**src/rtl/cnt_readout_gen_pkg.sv**
```systemverilog
// Shared types and constants for the counter readout generator and its
// serializer-facing neighbours.
package cnt_readout_gen_pkg;

  // Readout frame states; the encoding is visible on the state_dbg port.
  typedef enum logic [1:0] {
    ST_IDLE = 2'd0,
    ST_SEND = 2'd1,
    ST_DONE = 2'd2
  } cnt_state_e;

  // Default framing words of the original 10-bit readout.
  localparam logic [9:0] CNT_HDR_DEF = 10'h234;
  localparam logic [9:0] CNT_TRL_DEF = 10'h2BF;

  // Legacy 52 x 10 bank layout, kept for the compatibility wrappers.
  typedef logic [51:0][9:0] a52x10_t;

endpackage

```
**src/rtl/cnt_readout_gen_inc_edge_sync.sv**
```systemverilog
// Two-flop synchroniser followed by a previous-value flop.
// The rise output is a single clk-cycle pulse marking a rising edge of
// async_in. async_in must stay high for at least two clk cycles.
module inc_edge_sync (
  input  logic clk,
  input  logic rst,
  input  logic async_in,
  output logic rise
);

  logic s1;
  logic s2;
  logic s3;

  // Shift the asynchronous level through s1/s2 and keep one delayed copy in s3.
  always_ff @(posedge clk or posedge rst) begin
    if (rst) begin
      s1 <= 1'b0;
      s2 <= 1'b0;
      s3 <= 1'b0;
    end else begin
      s1 <= async_in;
      s2 <= s1;
      s3 <= s2;
    end
  end

  assign rise = s2 & ~s3;

endmodule

```
**src/rtl/cnt_readout_gen.sv**
```systemverilog
// Counter readout generator: presents HEADER while idle, then one counter
// word per rising edge of increment, then TRAILER.
// Optional build macro: CNT_READOUT_SNAPSHOT_EN -- when defined, the whole
// counter bank is captured when a frame starts, so words 1..NUM_WORDS-1 come
// from a frame-coherent snapshot instead of the live bank.
//
// Handshake: increment is a level from the serializer; only its
// synchronised rising edge is a request. Each accepted request advances
// cnt_out and raises word_valid for exactly one clk50 cycle alongside the new
// value. There is no back-pressure; a request in DONE is refused and flagged
// through the sticky overrun bit. clr_rdout takes priority over a request
// arriving in the same cycle, and that request is dropped.
module cnt_readout_gen
  import cnt_readout_gen_pkg::*;
#(
  parameter int                WORD_W    = 10,
  parameter int                NUM_WORDS = 52,
  parameter logic [WORD_W-1:0] HEADER    = WORD_W'(CNT_HDR_DEF),
  parameter logic [WORD_W-1:0] TRAILER   = WORD_W'(CNT_TRL_DEF),
  localparam int               IDX_W     = $clog2(NUM_WORDS + 1)
) (
  input  logic                        clk50,
  input  logic                        rst,
  input  logic                        clr_rdout,
  input  logic                        increment,
  input  logic [NUM_WORDS*WORD_W-1:0] words_in,
  output logic [WORD_W-1:0]           cnt_out,
  output logic                        word_valid,
  output logic                        rdout_done,
  output logic                        busy,
  output logic                        overrun,
  output logic [IDX_W-1:0]            word_idx,
  output cnt_state_e                  state_dbg
);

  // Word tables are padded to a power of two so word_idx indexes them directly.
  localparam int TBL_N = 2 ** IDX_W;

  cnt_state_e        state;
  logic              inc_rise;
  logic              frame_start;
  logic [WORD_W-1:0] live_w [TBL_N];
  logic [WORD_W-1:0] src_w  [TBL_N];

  inc_edge_sync u_inc_sync (
    .clk      (clk50),
    .rst      (rst),
    .async_in (increment),
    .rise     (inc_rise)
  );

  assign frame_start = inc_rise && !clr_rdout && (state == ST_IDLE);

  for (genvar k = 0; k < TBL_N; k++) begin : g_live
    if (k < NUM_WORDS) begin : g_word
      assign live_w[k] = words_in[k*WORD_W +: WORD_W];
    end else begin : g_pad
      assign live_w[k] = '0;
    end
  end

`ifdef CNT_READOUT_SNAPSHOT_EN
  logic [NUM_WORDS*WORD_W-1:0] shadow_q;

  // Capture the whole bank when a frame starts; word 0 is taken live that cycle.
  always_ff @(posedge clk50 or posedge rst) begin
    if (rst) begin
      shadow_q <= '0;
    end else if (frame_start) begin
      shadow_q <= words_in;
    end
  end

  for (genvar k = 0; k < TBL_N; k++) begin : g_src
    if (k < NUM_WORDS) begin : g_word
      assign src_w[k] = shadow_q[k*WORD_W +: WORD_W];
    end else begin : g_pad
      assign src_w[k] = '0;
    end
  end
`else
  assign src_w = live_w;
`endif

  assign state_dbg = state;

  // Frame state machine; every output is registered here.
  always_ff @(posedge clk50 or posedge rst) begin
    if (rst) begin
      state      <= ST_IDLE;
      cnt_out    <= HEADER;
      word_idx   <= '0;
      word_valid <= 1'b0;
      rdout_done <= 1'b0;
      busy       <= 1'b0;
      overrun    <= 1'b0;
    end else begin
      word_valid <= 1'b0;
      if (clr_rdout) begin
        state      <= ST_IDLE;
        cnt_out    <= HEADER;
        word_idx   <= '0;
        rdout_done <= 1'b0;
        busy       <= 1'b0;
        overrun    <= 1'b0;
      end else if (inc_rise) begin
        case (state)
          ST_IDLE: begin
            cnt_out    <= live_w[0];
            word_idx   <= IDX_W'(1);
            busy       <= 1'b1;
            word_valid <= 1'b1;
            state      <= ST_SEND;
          end
          ST_SEND: begin
            word_valid <= 1'b1;
            if (word_idx == IDX_W'(NUM_WORDS)) begin
              // Trailer only after the last word has been presented for a full request.
              cnt_out    <= TRAILER;
              word_idx   <= '0;
              busy       <= 1'b0;
              rdout_done <= 1'b1;
              state      <= ST_DONE;
            end else begin
              cnt_out  <= src_w[word_idx];
              word_idx <= word_idx + IDX_W'(1);
            end
          end
          ST_DONE: begin
            overrun <= 1'b1;
          end
          default: begin
            state <= ST_IDLE;
          end
        endcase
      end
    end
  end

endmodule

```
**config.mk**
```make
export PLATFORM = sky130hd
export DESIGN_NAME = cnt_readout_gen
export DESIGN_NICKNAME = d
export VERILOG_FILES = /design/src/rtl/cnt_readout_gen_pkg.sv /design/src/rtl/cnt_readout_gen_inc_edge_sync.sv /design/src/rtl/cnt_readout_gen.sv
export SDC_FILE = /design/constraint.sdc
export NUM_CORES = 1
export LEC_CHECK = 0
export BUFFER_PORTS_ARGS = -buffer_cell sky130_fd_sc_hd__buf_2
export CORE_AREA = 2 2 212 214
export CTS_BUF_LIST = sky130_fd_sc_hd__clkbuf_4
export DETAILED_ROUTE_END_ITERATION = 10
export DIE_AREA = 0 0 214 216
export SLEW_MARGIN = 15
export SYNTH_ARGS = -nofsm -noshare
export SYNTH_HDL_FRONTEND = slang
export SYNTH_HIERARCHICAL = 1
export SYNTH_SLANG_ARGS = --single-unit
```
**constraint.sdc**
```tcl
create_clock -name clk50 -period 3.6 [get_ports clk50]
set_input_delay 0.36 -clock clk50 [delete_from_list [all_inputs] [get_ports clk50]]
set_output_delay 0.36 -clock clk50 [all_outputs]
set_load 0.02 [all_outputs]
```
==> results by stage <==
GRT:
- The first-pass GRT wire length is 55.2 mm.
- The total global-route track usage is 16.6%.
- The total overflow reported by the global router is 0.
- Entering global routing, the biggest net connects 41 pins.
- The initial antenna violation count is 17.
- The via count of the first global-routing pass came to 7,742.

Synthesis:
- The gate count of the mapped netlist is 526.
- The flip-flop cell with the highest count after synthesis is sky130_fd_sc_hd__dfrtp_1.
- The area of the mapped netlist is 5680 um^2.
- For this run, the number of Yosys warnings is 6.
- A synthesized cell averages 10.8 um^2.
- The async set-or-reset flop fraction in the synthesized netlist is 100%.
- The number of different library cells in the post-synthesis netlist is 59.
- The number of enable flip-flop cells after synthesis is 0.
- In this run, synthesis produced a sequential element count of 25.
- Sequential cells were found to cover 11.1% of the synthesized design area.
- When the netlist entered floorplanning its net count stood at 1,052.

CTS:
- Buffers inserted during clock tree synthesis total 3.
- TritonCTS built the clock tree.
- After clock tree synthesis, the setup repair step added 0 buffers.
- After clock tree synthesis, the repair step resized 0 gates.
- The largest buffer count on any clock path is 2.
- The number of hold buffers added after CTS is 1.
- The level count of the clock H-tree is 1.
- The clock latency on the worst-skew pair is 0.38 ns.
- CTS placed an instance of sky130_fd_sc_hd__clkbuf_4 at the clock tree root.
- The clock transition at the registers of the reported paths is 0.20 ns.
- The number of sinks handled by clock tree synthesis is 25.

Floorplan:
- The vertical die dimension is 216 um.
- After floorplanning, the core was sized to cover 43,800 um^2.
- For this configuration, the core starts out at a cell density of 13.0%.
- The I/O pin count is 546.
- The die outline area is 46,200 um^2.
- The x dimension of the die is 214 um.
- The placement row count is 77.

STA:
- Timing would allow up to 0.338 GHz.
- The actual transition at the worst max-transition pin is 1.11 ns.
- Headroom to the max-slew limit came out at 25.4%.
- The final clock period utilization by the worst path is 82.1%.
- Setup repair after global routing left no endpoint under its margin.
- The clock period could shrink to 2.96 ns.
- After routing, the total negative slack on setup checks comes to 0 ns.
- The final count of pins violating max slew is 0.
- For the final database, setup skew stands at 0.0142 ns.
- The final-report hold violation count was 0.
- Setup violations remaining at the end of the flow were counted as 0.

Routing:
- The residual antenna-violating net count after detailed routing is 0.
- The routed wire length is 40.3 mm.
- The number of detailed-routing iterations run before antenna repair is 5.
- The DRC violations left is 0.
- Summing over every cut layer, the via total after detailed routing is 7,358.
- The average detailed-routed wire length per instance is 24.4 um.
- The average via count per standard cell is 4.45.
- The count of routing violations after the opening detailed-route iteration is 426.

Worst setup path:
- The data required time of the critical path is 3.90 ns.
- Of all nets on the critical path, the largest fanout is 40.
- The type of the setup path with the least slack is register to register.
- The type of element launching the critical path is a register.
- Data arrives at the worst endpoint at 3.25 ns.
- The capturing element type of the critical path is a register.

Status:
- The run finished with clean final reports.

Placement:
- The final weighted congestion of routability-driven global placement is 1.05.
- The sum of net half-perimeters after detailed placement is 34.9 mm.
- The number of I/O port buffers is 545.

Pwr:
- For this design the ratio of total power to cell area is 145 nW/um^2.
- The peak supply drop is 0.000105 V.
- In this run the static leakage power is 3.99 nW.
- The total power of the final layout is 1.33 mW.

Final layout:
- The final core area utilization is 20.9%.
- The share of layout cells above drive strength 1 is 66.3%.
- For this run, the post-layout net count is 1,577.
- After filler insertion, the fill cell instance count of the layout stands at 4,817.
- The relative area change from synthesis to final layout is 61.0%.

Min path:
- In this run the worst hold path is classified as primary input to register.

Flow run:
- The tool flagged a number of max-cap violations equal to 0.
-- registers in the layout, indices dropped and copies added (netlist names) --
register       flops
overrun            1
u_inc_sync/s1      1
u_inc_sync/s3      1
u_inc_sync/s2      1
word_idx           6
rdout_done         1
word_valid         1
state_dbg          2
busy               1
cnt_out           10
-- worst paths after layout --
| kind | startpoint | end | slack, ns | cells past startpoint |
|---|---|---|---|---|
| setup / recovery | word_idx[0] | cnt_out[8] | 0.64 | 7 |
| hold / removal | increment | u_inc_sync/s1 | 0.08 | 1 |
| setup reg to reg | word_idx[0] | cnt_out[8] | 0.64 | 7 |
| hold reg to reg | u_inc_sync/s1 | u_inc_sync/s2 | 0.38 | 0 |
| max in group asynchronous | rst | cnt_out[9] | 2.68 | 4 |
| min in group asynchronous | rst | u_inc_sync/s3 | 0.41 | 3 |
-- worst max-delay path: stages, from the launching register on --
cell and delay [ns]:
sky130_fd_sc_hd__dfrtp_4 0.96, sky130_fd_sc_hd__buf_12 0.33, sky130_fd_sc_hd__buf_4 0.30, sky130_fd_sc_hd__mux4_2 0.52
sky130_fd_sc_hd__mux2i_1 0.30, sky130_fd_sc_hd__nand3_1 0.14, sky130_fd_sc_hd__a31oi_1 0.18, sky130_fd_sc_hd__o21ai_0 0.10
-- through the flow --
stage | area [um^2] | std cells | setup WS, ns | hold WS (ns)
after detailed placement | 9080 | 1637 | 0.609 | 0.243
after global routing | 9140 | 1648 | 0.433 | 0.0625
after floorplan | 5680 | 526 | 0.942 | 0.114
after global placement | 9080 | 1637 | 0.637 | 0.237
after CTS | 9120 | 1642 | 0.575 | 0.0638
final | 9150 | 1653 | 0.644 | 0.0772
-- synth_stat cells (all sizes together), types with 2 or more instances --
| cell type | instances | area share, % |
|---|---|---|
| o21ai | 24 | 2.1 |
| o22a | 2 | 0.31 |
| o21a | 4 | 0.53 |
| nand2 | 33 | 2.2 |
| nand3 | 11 | 0.97 |
| a31oi | 5 | 0.55 |
| mux2i | 80 | 14 |
| a221oi | 9 | 1.4 |
| mux4 | 92 | 37 |
| nor2b | 13 | 1.6 |
| o2bb2ai | 2 | 0.31 |
| nand2b | 4 | 0.44 |
| and3 | 5 | 0.55 |
| o311ai | 2 | 0.31 |
| dfrtp | 21 | 9.2 |
| a311o | 2 | 0.35 |
| a21oi | 18 | 1.6 |
| nor3 | 6 | 0.53 |
| o221ai | 9 | 1.4 |
| nand4 | 3 | 0.33 |
| a22o | 3 | 0.46 |
| ha | 2 | 0.44 |
| inv | 8 | 0.53 |
| mux2 | 13 | 2.8 |
| buf | 32 | 4.5 |
| a2111oi | 7 | 1.7 |
| o211ai | 3 | 0.40 |
| and2 | 7 | 0.77 |
| a31o | 2 | 0.31 |
| or2 | 2 | 0.22 |
| o22ai | 8 | 0.88 |
| dfstp | 4 | 1.8 |
| clkbuf | 24 | 1.6 |
| o31ai | 2 | 0.26 |
| nor2 | 15 | 0.99 |
| a211oi | 6 | 0.79 |
| nor3b | 3 | 0.40 |
| a22oi | 29 | 3.8 |
-- cells by family after synthesis --
group	count (synthesis)	synth area share [%]
flops	25	11.1
simple gates	107	9.60
buf+inv	65	6.69
mux	185	53.9
fa+ha+maj	2	0.440
compound gates	142	18.3
-- where the power goes --
group / switching, mW / internal, mW
registers: 0.0279 / 0.297
logic: 0.355 / 0.472
clock network: 0.128 / 0.0458
total: 0.512 / 0.816
-- placed cells by master (no fill, tap or decap), drive strengths merged, types with 6 or more instances in the layout --
cell | Yosys | final
nor3 | 6 | 6
o22ai | 8 | 8
dfrtp | 21 | 21
diode | 0 | 11
a2111oi | 7 | 7
nand3 | 11 | 11
nor2 | 15 | 15
nand2 | 33 | 33
mux4 | 92 | 92
mux2 | 13 | 13
a211oi | 6 | 6
nor2b | 13 | 13
a221oi | 9 | 9
a21oi | 18 | 18
and2 | 7 | 7
buf | 32 | 575
o221ai | 9 | 9
mux2i | 80 | 80
a22oi | 29 | 29
inv | 8 | 9
o21ai | 24 | 24
-- area by class of cell --
| class | instances | area (um^2) | area share [%] |
|---|---|---|---|
| Clock inverter | 1 | 8.76 | 0.0957 |
| Antenna cell | 11 | 27.5 | 0.301 |
| Timing Repair Buffer | 576 | 3000 | 32.8 |
| Inverter | 9 | 33.8 | 0.369 |
| Multi-Input combinational cell | 436 | 4670 | 51.1 |
| Sequential cell | 25 | 643 | 7.03 |
| Tap cell | 592 | 741 | 8.10 |
| Clock buffer | 3 | 22.5 | 0.246 |
-- layer usage --
layer	track usage, %	wire [um]	up-vias
li1	-	-	3271
met1	20.4	16600	3579
met2	29.0	20000	448
met3	3.40	2700	48
met4	5.36	913	12
met5	0	69	-
(Power assumes the default switching activity.)
